File: src/rtl/fifo_param.sv
// fifo_param: parametrised single-clock FIFO built on an internal circular
// buffer. Pointer management, occupancy counting, full/empty, programmable
// almost-full/almost-empty thresholds and sticky overflow/underflow flags.
//
// Ports:
//   clk          single clock, all state updates on posedge
//   rst          synchronous, active-high reset
//   wr_enb       write request, data_in captured when accepted
//   rd_enb       read request
//   data_in      write data (DATA_WIDTH)
//   data_out     registered read data (DATA_WIDTH)
//   valid_out    data_out was loaded by an accepted read on the last edge
//   full/empty   count == DEPTH / count == 0
//   almost_full  count >= AF_THRESH
//   almost_empty count <= AE_THRESH
//   overflow     sticky: a write was rejected
//   underflow    sticky: a read was rejected
//   count        current occupancy, 0..DEPTH (ADDR_SIZE+1 bits)
//
// Handshake: wr_enb/rd_enb are requests sampled on posedge. A read is
// accepted when the FIFO is not empty. A write is accepted when the FIFO is
// not full, or when it is full and a read is accepted on the same edge.
// full/empty play the role of "ready" and are registered-state decodes, so
// a producer/consumer may look at them before raising a request. Rejected
// requests are dropped and latched in overflow/underflow.
module fifo_param #(
    parameter int DATA_WIDTH = 10,
    parameter int ADDR_SIZE  = 3,
    parameter int AF_THRESH  = 6,
    parameter int AE_THRESH  = 2
) (
    input  logic                  clk,
    input  logic                  rst,
    input  logic                  wr_enb,
    input  logic                  rd_enb,
    input  logic [DATA_WIDTH-1:0] data_in,
    output logic [DATA_WIDTH-1:0] data_out,
    output logic                  valid_out,
    output logic                  full,
    output logic                  empty,
    output logic                  almost_full,
    output logic                  almost_empty,
    output logic                  overflow,
    output logic                  underflow,
    output logic [ADDR_SIZE:0]    count
);

    localparam int DEPTH = 2 ** ADDR_SIZE;

    // Constants sized to the full count width so that count == DEPTH is
    // compared without truncation.
    localparam logic [ADDR_SIZE:0] DEPTH_C = (ADDR_SIZE + 1)'(DEPTH);
    localparam logic [ADDR_SIZE:0] AF_C    = (ADDR_SIZE + 1)'(AF_THRESH);
    localparam logic [ADDR_SIZE:0] AE_C    = (ADDR_SIZE + 1)'(AE_THRESH);

    logic [DATA_WIDTH-1:0] mem [DEPTH];
    logic [ADDR_SIZE-1:0]  wr_ptr;
    logic [ADDR_SIZE-1:0]  rd_ptr;
    logic                  rd_ok;
    logic                  wr_ok;

    // A write to a full FIFO is legal when a read frees the slot on the same
    // edge; the read takes the old word before the write overwrites it.
    assign rd_ok = rd_enb && !empty;
    assign wr_ok = wr_enb && (!full || rd_ok);

    // Flags decode the registered count only, so no input reaches an output
    // combinationally.
    assign full         = (count == DEPTH_C);
    assign empty        = (count == '0);
    assign almost_full  = (count >= AF_C);
    assign almost_empty = (count <= AE_C);

    // Storage is deliberately not reset; stale words are unreachable because
    // the pointers and count are cleared.
    always_ff @(posedge clk) begin
        if (!rst && wr_ok) begin
            mem[wr_ptr] <= data_in;
        end
    end

    always_ff @(posedge clk) begin
        if (rst) begin
            wr_ptr    <= '0;
            rd_ptr    <= '0;
            count     <= '0;
            data_out  <= '0;
            valid_out <= 1'b0;
            overflow  <= 1'b0;
            underflow <= 1'b0;
        end else begin
            valid_out <= rd_ok;

            if (wr_ok) begin
                // DEPTH is a power of two, so natural pointer overflow wraps
                // DEPTH-1 back to 0.
                wr_ptr <= wr_ptr + ADDR_SIZE'(1);
            end

            if (rd_ok) begin
                data_out <= mem[rd_ptr];
                rd_ptr   <= rd_ptr + ADDR_SIZE'(1);
            end

            case ({wr_ok, rd_ok})
                2'b10:   count <= count + 1'b1;
                2'b01:   count <= count - 1'b1;
                default: count <= count;
            endcase

            if (wr_enb && !wr_ok) begin
                overflow <= 1'b1;
            end
            if (rd_enb && !rd_ok) begin
                underflow <= 1'b1;
            end
        end
    end

endmodule

File: config.mk
export PLATFORM = sky130hd
export DESIGN_NAME = fifo_param
export DESIGN_NICKNAME = d
export VERILOG_FILES = /design/src/rtl/fifo_param.sv
export SDC_FILE = /design/constraint.sdc
export NUM_CORES = 1
export LEC_CHECK = 0
export ABC_AREA = 1
export CAP_MARGIN = 10
export CORE_MARGIN = 2
export CORE_UTILIZATION = 39
export DETAILED_ROUTE_END_ITERATION = 10
export PLACE_DENSITY = 0.6
export SKIP_LAST_GASP = 1
export SLEW_MARGIN = 20
export SYNTH_ARGS = -nofsm -noshare
export SYNTH_HDL_FRONTEND = slang
export SYNTH_SLANG_ARGS = --single-unit
File: constraint.sdc
create_clock -name clk -period 3 [get_ports clk]
set_clock_uncertainty 0.05 [all_clocks]
set_input_delay 0.75 -clock clk [delete_from_list [all_inputs] [get_ports clk]]
set_output_delay 0.75 -clock clk [all_outputs]
set_load 0.01 [all_outputs]
==> metrics, run 1 <==
RR Startpoint count[3]; total track usage 15.8%; met3 Resource Use GR 4.32%; combinational power share 28.8%; startpoint type of the worst setup path flop; WP data required 2.20 ns; switching share of power 33.0%; hpwl dp 6.13 mm; DIE WIDTH 111 um; Ant. Diodes 0; post-synth cell types 30; clk_lat worst skew 0.34 ns; number of global-route vias before repair 2817; CTS buffer count 9; routed vias 2899; Chip Height 111 um; ys flop type edfxtp_1; initial antenna violation count 0; Worst Setup SP count[3]; Port Buffers 34; wire length of the first global-routing pass 14.9 mm; Hold Slack 0.415 ns; commonest cells in the netlist 120 x nand2_1, 80 x edfxtp_1, 38 x nand3_1; setup tns final 0 ns; wire per inst 15.3 um; Clk pin slew, worst setup/hold paths 0.07 ns; fin nets 481; placeable core area 11300 sq um; Peak VDD IR 0.492 mV; Via density 4.75; Clock Sink Count 103; Synth Cell Area 4460 sq um; flops & latches, synth 103; first-pass iteration count of the detailed router 4; Fmax 0.409 GHz; clock network power share 27.8%; Finish-stage setup viols 0; Synth Area per Inst 10.5 sq um; hold_sp underflow; P_sw 1310 uW; met1 Use GR 20.3%; Slew Limit Fails 0; run status finished clean; Initial DRC Count 188; internal power 2660 uW; Fin. Hold Viols 0; layout cells sized above 1 12.8%; CTS Hold Buffers Added 0; P per Cell Area 759 nW/um^2; post-synthesis sequential area ratio 64.3%; Pleak 0.00202 uW; slew margin rel. 53.9%; Top Usage Layer GRT met2; DR DRC count 0; Longest Clk Path Bufs 2; largest net degree at the start of global routing 43; sequential power share 43.4%; Post-CTS Setup Inserts 0; worst setup path class flop to output pin; placed cell count 594; area leader, netlist edfxtp_1; worst setup margin 0.555 ns; initial core utilization 39.5%; io pins 35; Layout Cells excl Fill 610; CP Capture Type output pin; YS warnings 0; Area Growth Syn to Fin 17.6%; H-Tree Depth 3; crit path DAT 1.65 ns; area of the die 12300 sq um; RSZ-0062 raised after global routing false; share of the synthesized area in the top cell type 53.9%; crit share post-route 81.5%; Clock Tree Root clkbuf_16; Post-synth EDFFs 80; gp weighted congestion 0.803; post-cts sizing count 0; crit-path max FO 7; Area contributors post-synth edfxtp_1 54%, dfxtp_1 10%, nand2_1 10%; Cells after Synth 424; most common cell in the synthesized netlist nand2_1; Routed WL 9.35 mm; Site Rows 39; Least-Margin Pin Slew 0.691 ns; max-cap violations 0; syn_nets 443; grt ovf 0; HP Class flop to flop; pre-CTS setup slack 0.262 ns; TritonCTS clock tree yes; met2 usage 26.4%; min cycle time layout 2.45 ns; Antenna Nets Post-Route 0; FFs w/ async S/R, synth 0%
## worst max-delay path: stages (launching register included)
cell,delay (ns)
dfxtp_1,0.38
nor2_2,0.23
o21ai_0,0.12
inv_1,0.06
clkdlybuf4s50_1,0.52
## cell type report
cell class / instances / area (sq um)
Timing Repair Buffer: 46 / 430
Clock buffer: 9 / 225
Sequential cell: 103 / 2860
Inverter: 40 / 158
Multi-Input combinational cell: 262 / 1330
Fill cell: 1057 / 6030
Tap cell: 143 / 179
Clock inverter: 7 / 60.1
## sequential cells by signal, indices dropped and copies added, names as in the netlist
signal	flops
data_out	10
mem	80
count	4
underflow	1
valid_out	1
wr_ptr	3
rd_ptr	3
overflow	1
## power by group through the flow
stage          combinational, uW  clock, uW  sequential, uW
2_1_floorplan                776          0            1760
3_3_place_gp                1140          0            1760
3_5_place_dp                1150          0            1760
4_1_cts                     1160       1140            1730
5_1_grt                     1270       1200            1740
6_report                    1140       1110            1730
## per-layer routing
| metal | vias up | part of all wire (%) | wire (um) |
|---|---|---|---|
| li1 | 1483 | - | - |
| met1 | 1344 | 44 | 4120 |
| met2 | 66 | 49 | 4590 |
| met3 | 6 | 6.1 | 568 |
| met4 | 0 | 0.70 | 65 |
| met5 | - | 0 | 0 |
## path summary, 6_finish.rpt
check	to	slack, ns	depth (start not counted)
worst max-delay path	almost_empty	0.55	4
worst min-delay path	underflow	0.41	1
worst max register to register	count[3]	0.96	11
worst min register to register	underflow	0.41	1
## logic make-up (layout without fill, tap and decap cells)
family	Yosys count	in the layout	synth area share, %
AOI/OAI and AO/OA	38	38	5.22
xor gates and xnor gates	2	2	0.393
adders and majority gates	5	5	1.57
DFF	103	103	64.3
and+or+nand+nor	217	217	22.6
buffers and inverters	59	102	6.01
## metrics by stage
stage | instance area [sq um] | utilization [%] | power, uW
after floorplan | 4460 | - | 2540
after global placement | 4950 | 44.0 | 2890
after detailed placement | 4950 | 44.0 | 2910
after CTS | 5240 | 46.5 | 4030
after global routing | 5240 | 46.5 | 4210
final | 5240 | 46.5 | 3980
## cell usage in the layout, fill, tap and decap left out, types with 10 or more instances in the layout
cell type,Yosys,layout
nand3_1,38,38
o21ai_0,14,14
nand2_1,120,120
buf_4,4,12
a21oi_2,10,10
dfxtp_1,23,23
inv_1,36,36
edfxtp_1,80,80
nor2_1,35,35
clkdlybuf4s50_1,0,34
(Power assumes the default switching activity.)
==> inputs of run 2 (changes only) <==
==> constraint.sdc (replaced) <==
create_clock -name clk -period 2.4 [get_ports clk]
set_clock_uncertainty 0.05 [all_clocks]
set_input_delay 0.6 -clock clk [delete_from_list [all_inputs] [get_ports clk]]
set_output_delay 0.6 -clock clk [all_outputs]
set_load 0.01 [all_outputs]
==> metrics, run 2 (synthesis gave the netlist of run 1 again) <==
run status finished clean (unchanged); grt ovf 0 (unchanged); Initial DRC Count 290 (was 188); Fin. Hold Viols 0 (unchanged); Finish-stage setup viols 0 (unchanged); slew margin rel. 55.0% (was 53.9%); Peak VDD IR 0.513 mV (was 0.492 mV); Reg2Reg Setup Slack 0.43 ns (was 0.96 ns); area of the die 12300 sq um (unchanged); most common cell after layout, fill and taps aside nand2_1 (unchanged); crit-path max FO 7 (unchanged); initial core utilization 39.5% (unchanged); P per Cell Area 994 nW/um^2 (was 759 nW/um^2); pre-CTS setup slack -0.0381 ns (was 0.262 ns); Chip Height 111 um (unchanged); Post-CTS Setup Inserts 0 (unchanged); number of global-route vias before repair 2948 (was 2817); HP Class flop to flop (unchanged); max-cap violations 0 (unchanged); placeable core area 11300 sq um (unchanged); max FFs per register 80 (unchanged); Fmax 0.433 GHz; routed vias 2996 (was 2899); Slew Limit Fails 0 (unchanged); placed cell count 601 (was 594); Reg with most FFs mem (unchanged); most frequent cells in the layout 120 x nand2_1, 80 x edfxtp_1, 37 x nand3_1, 36 x inv_1, 35 x nor2_1 (was 120 x nand2_1, 80 x edfxtp_1, 38 x nand3_1, 36 x inv_1, 35 x nor2_1); Clock Sink Count 103 (unchanged); Least-Margin Pin Slew 0.673 ns (was 0.691 ns); min cycle time layout 2.31 ns; crit path DAT 1.66 ns (was 1.65 ns); DIE WIDTH 111 um (unchanged); clk_lat worst skew 0.35 ns (was 0.34 ns); CP Capture Type output pin (unchanged); RSZ-0062 raised after global routing true (was false); top flop regs mem (80), data_out (10), count (4) (unchanged); CTS buffer count 9 (unchanged); TritonCTS clock tree yes (unchanged); DR DRC count 0 (unchanged); Clk pin slew, worst setup/hold paths 0.06 ns (was 0.07 ns); Port Buffers 34 (unchanged); WP data required 1.75 ns (was 2.20 ns); layout cells sized above 1 14.6% (was 12.8%); Antenna Nets Post-Route 0 (unchanged); wire length of the first global-routing pass 15.9 mm (was 14.9 mm); wire per inst 16.4 um (was 15.3 um); hpwl dp 7.02 mm (was 6.13 mm); crit share post-route 96.3%; CTS Hold Buffers Added 0 (unchanged); Area Growth Syn to Fin 20.5% (was 17.6%); gp weighted congestion 0.916 (was 0.803); Via density 4.86 (was 4.75); io pins 35 (unchanged); H-Tree Depth 3 (unchanged); Pleak 0.00209 uW (was 0.00202 uW); Ant. Diodes 0 (unchanged); Layout Cells excl Fill 617 (was 610); total track usage 17.3% (was 15.8%); Site Rows 39 (unchanged); startpoint type of the worst setup path flop (unchanged); Routed WL 10.1 mm (was 9.35 mm); worst setup margin 0.0885 ns (was 0.555 ns); first-pass iteration count of the detailed router 4 (unchanged); Clock Tree Root clkbuf_16 (unchanged); worst setup path class flop to output pin (unchanged); largest net degree at the start of global routing 43 (unchanged); post-cts sizing count 0 (unchanged); initial antenna violation count 0 (unchanged); Longest Clk Path Bufs 2 (unchanged); fin nets 488 (was 481)
-- run 2: through the flow --
stage	setup TNS [ns]	cell area (sq um)	hold slack (ns)	power [uW]	util, %
2_1_floorplan	0	4460	0.432	3170	-
3_3_place_gp	-1.22	5020	0.402	3700	44.5
3_5_place_dp	-0.518	5020	0.410	3710	44.5
4_1_cts	0	5360	0.425	5370	47.6
5_1_grt	-0.0104	5370	0.438	5620	47.6
6_report	0	5370	0.417	5330	47.6
-- run 2: final cells by class --
class / count / area [sq um]
clock buffer: 9 / 225
clock inverter: 7 / 118
fill: 1047 / 5900
inverter: 40 / 158
multi-input combinational: 262 / 1330
sequential: 103 / 2860
tap: 143 / 179
timing repair buffer: 53 / 495
-- run 2: per-layer routing --
layer	track usage [%]	part of all wire (%)	up-vias
met5	0	0	-
met4	7.75	1.8	0
met3	3.12	6.1	12
met2	27.6	47	84
met1	23.1	45	1402
li1	-	-	1498
-- run 2: report_power, final --
part	leakage (uW)	total, uW	switching [uW]	internal [uW]
clock	0.000170	1670	645	1020
sequential	0.000911	2160	120	2040
combinational	0.00100	1500	903	600
-- run 2: path summary, 6_finish.rpt --
| kind | start | end | cells past startpoint |
|---|---|---|---|
| worst min register to register | overflow | overflow | 1 |
| worst max register to register | count[3] | count[3] | 13 |
| worst min-delay path | overflow | overflow | 1 |
| worst max-delay path | count[3] | almost_empty | 4 |
-- run 2: critical path, cell delays in order, from the launching register on --
cell and delay (ns):
dfxtp_1 0.39, nor2_2 0.23, o21ai_0 0.11, inv_1 0.06, clkdlybuf4s50_1 0.52
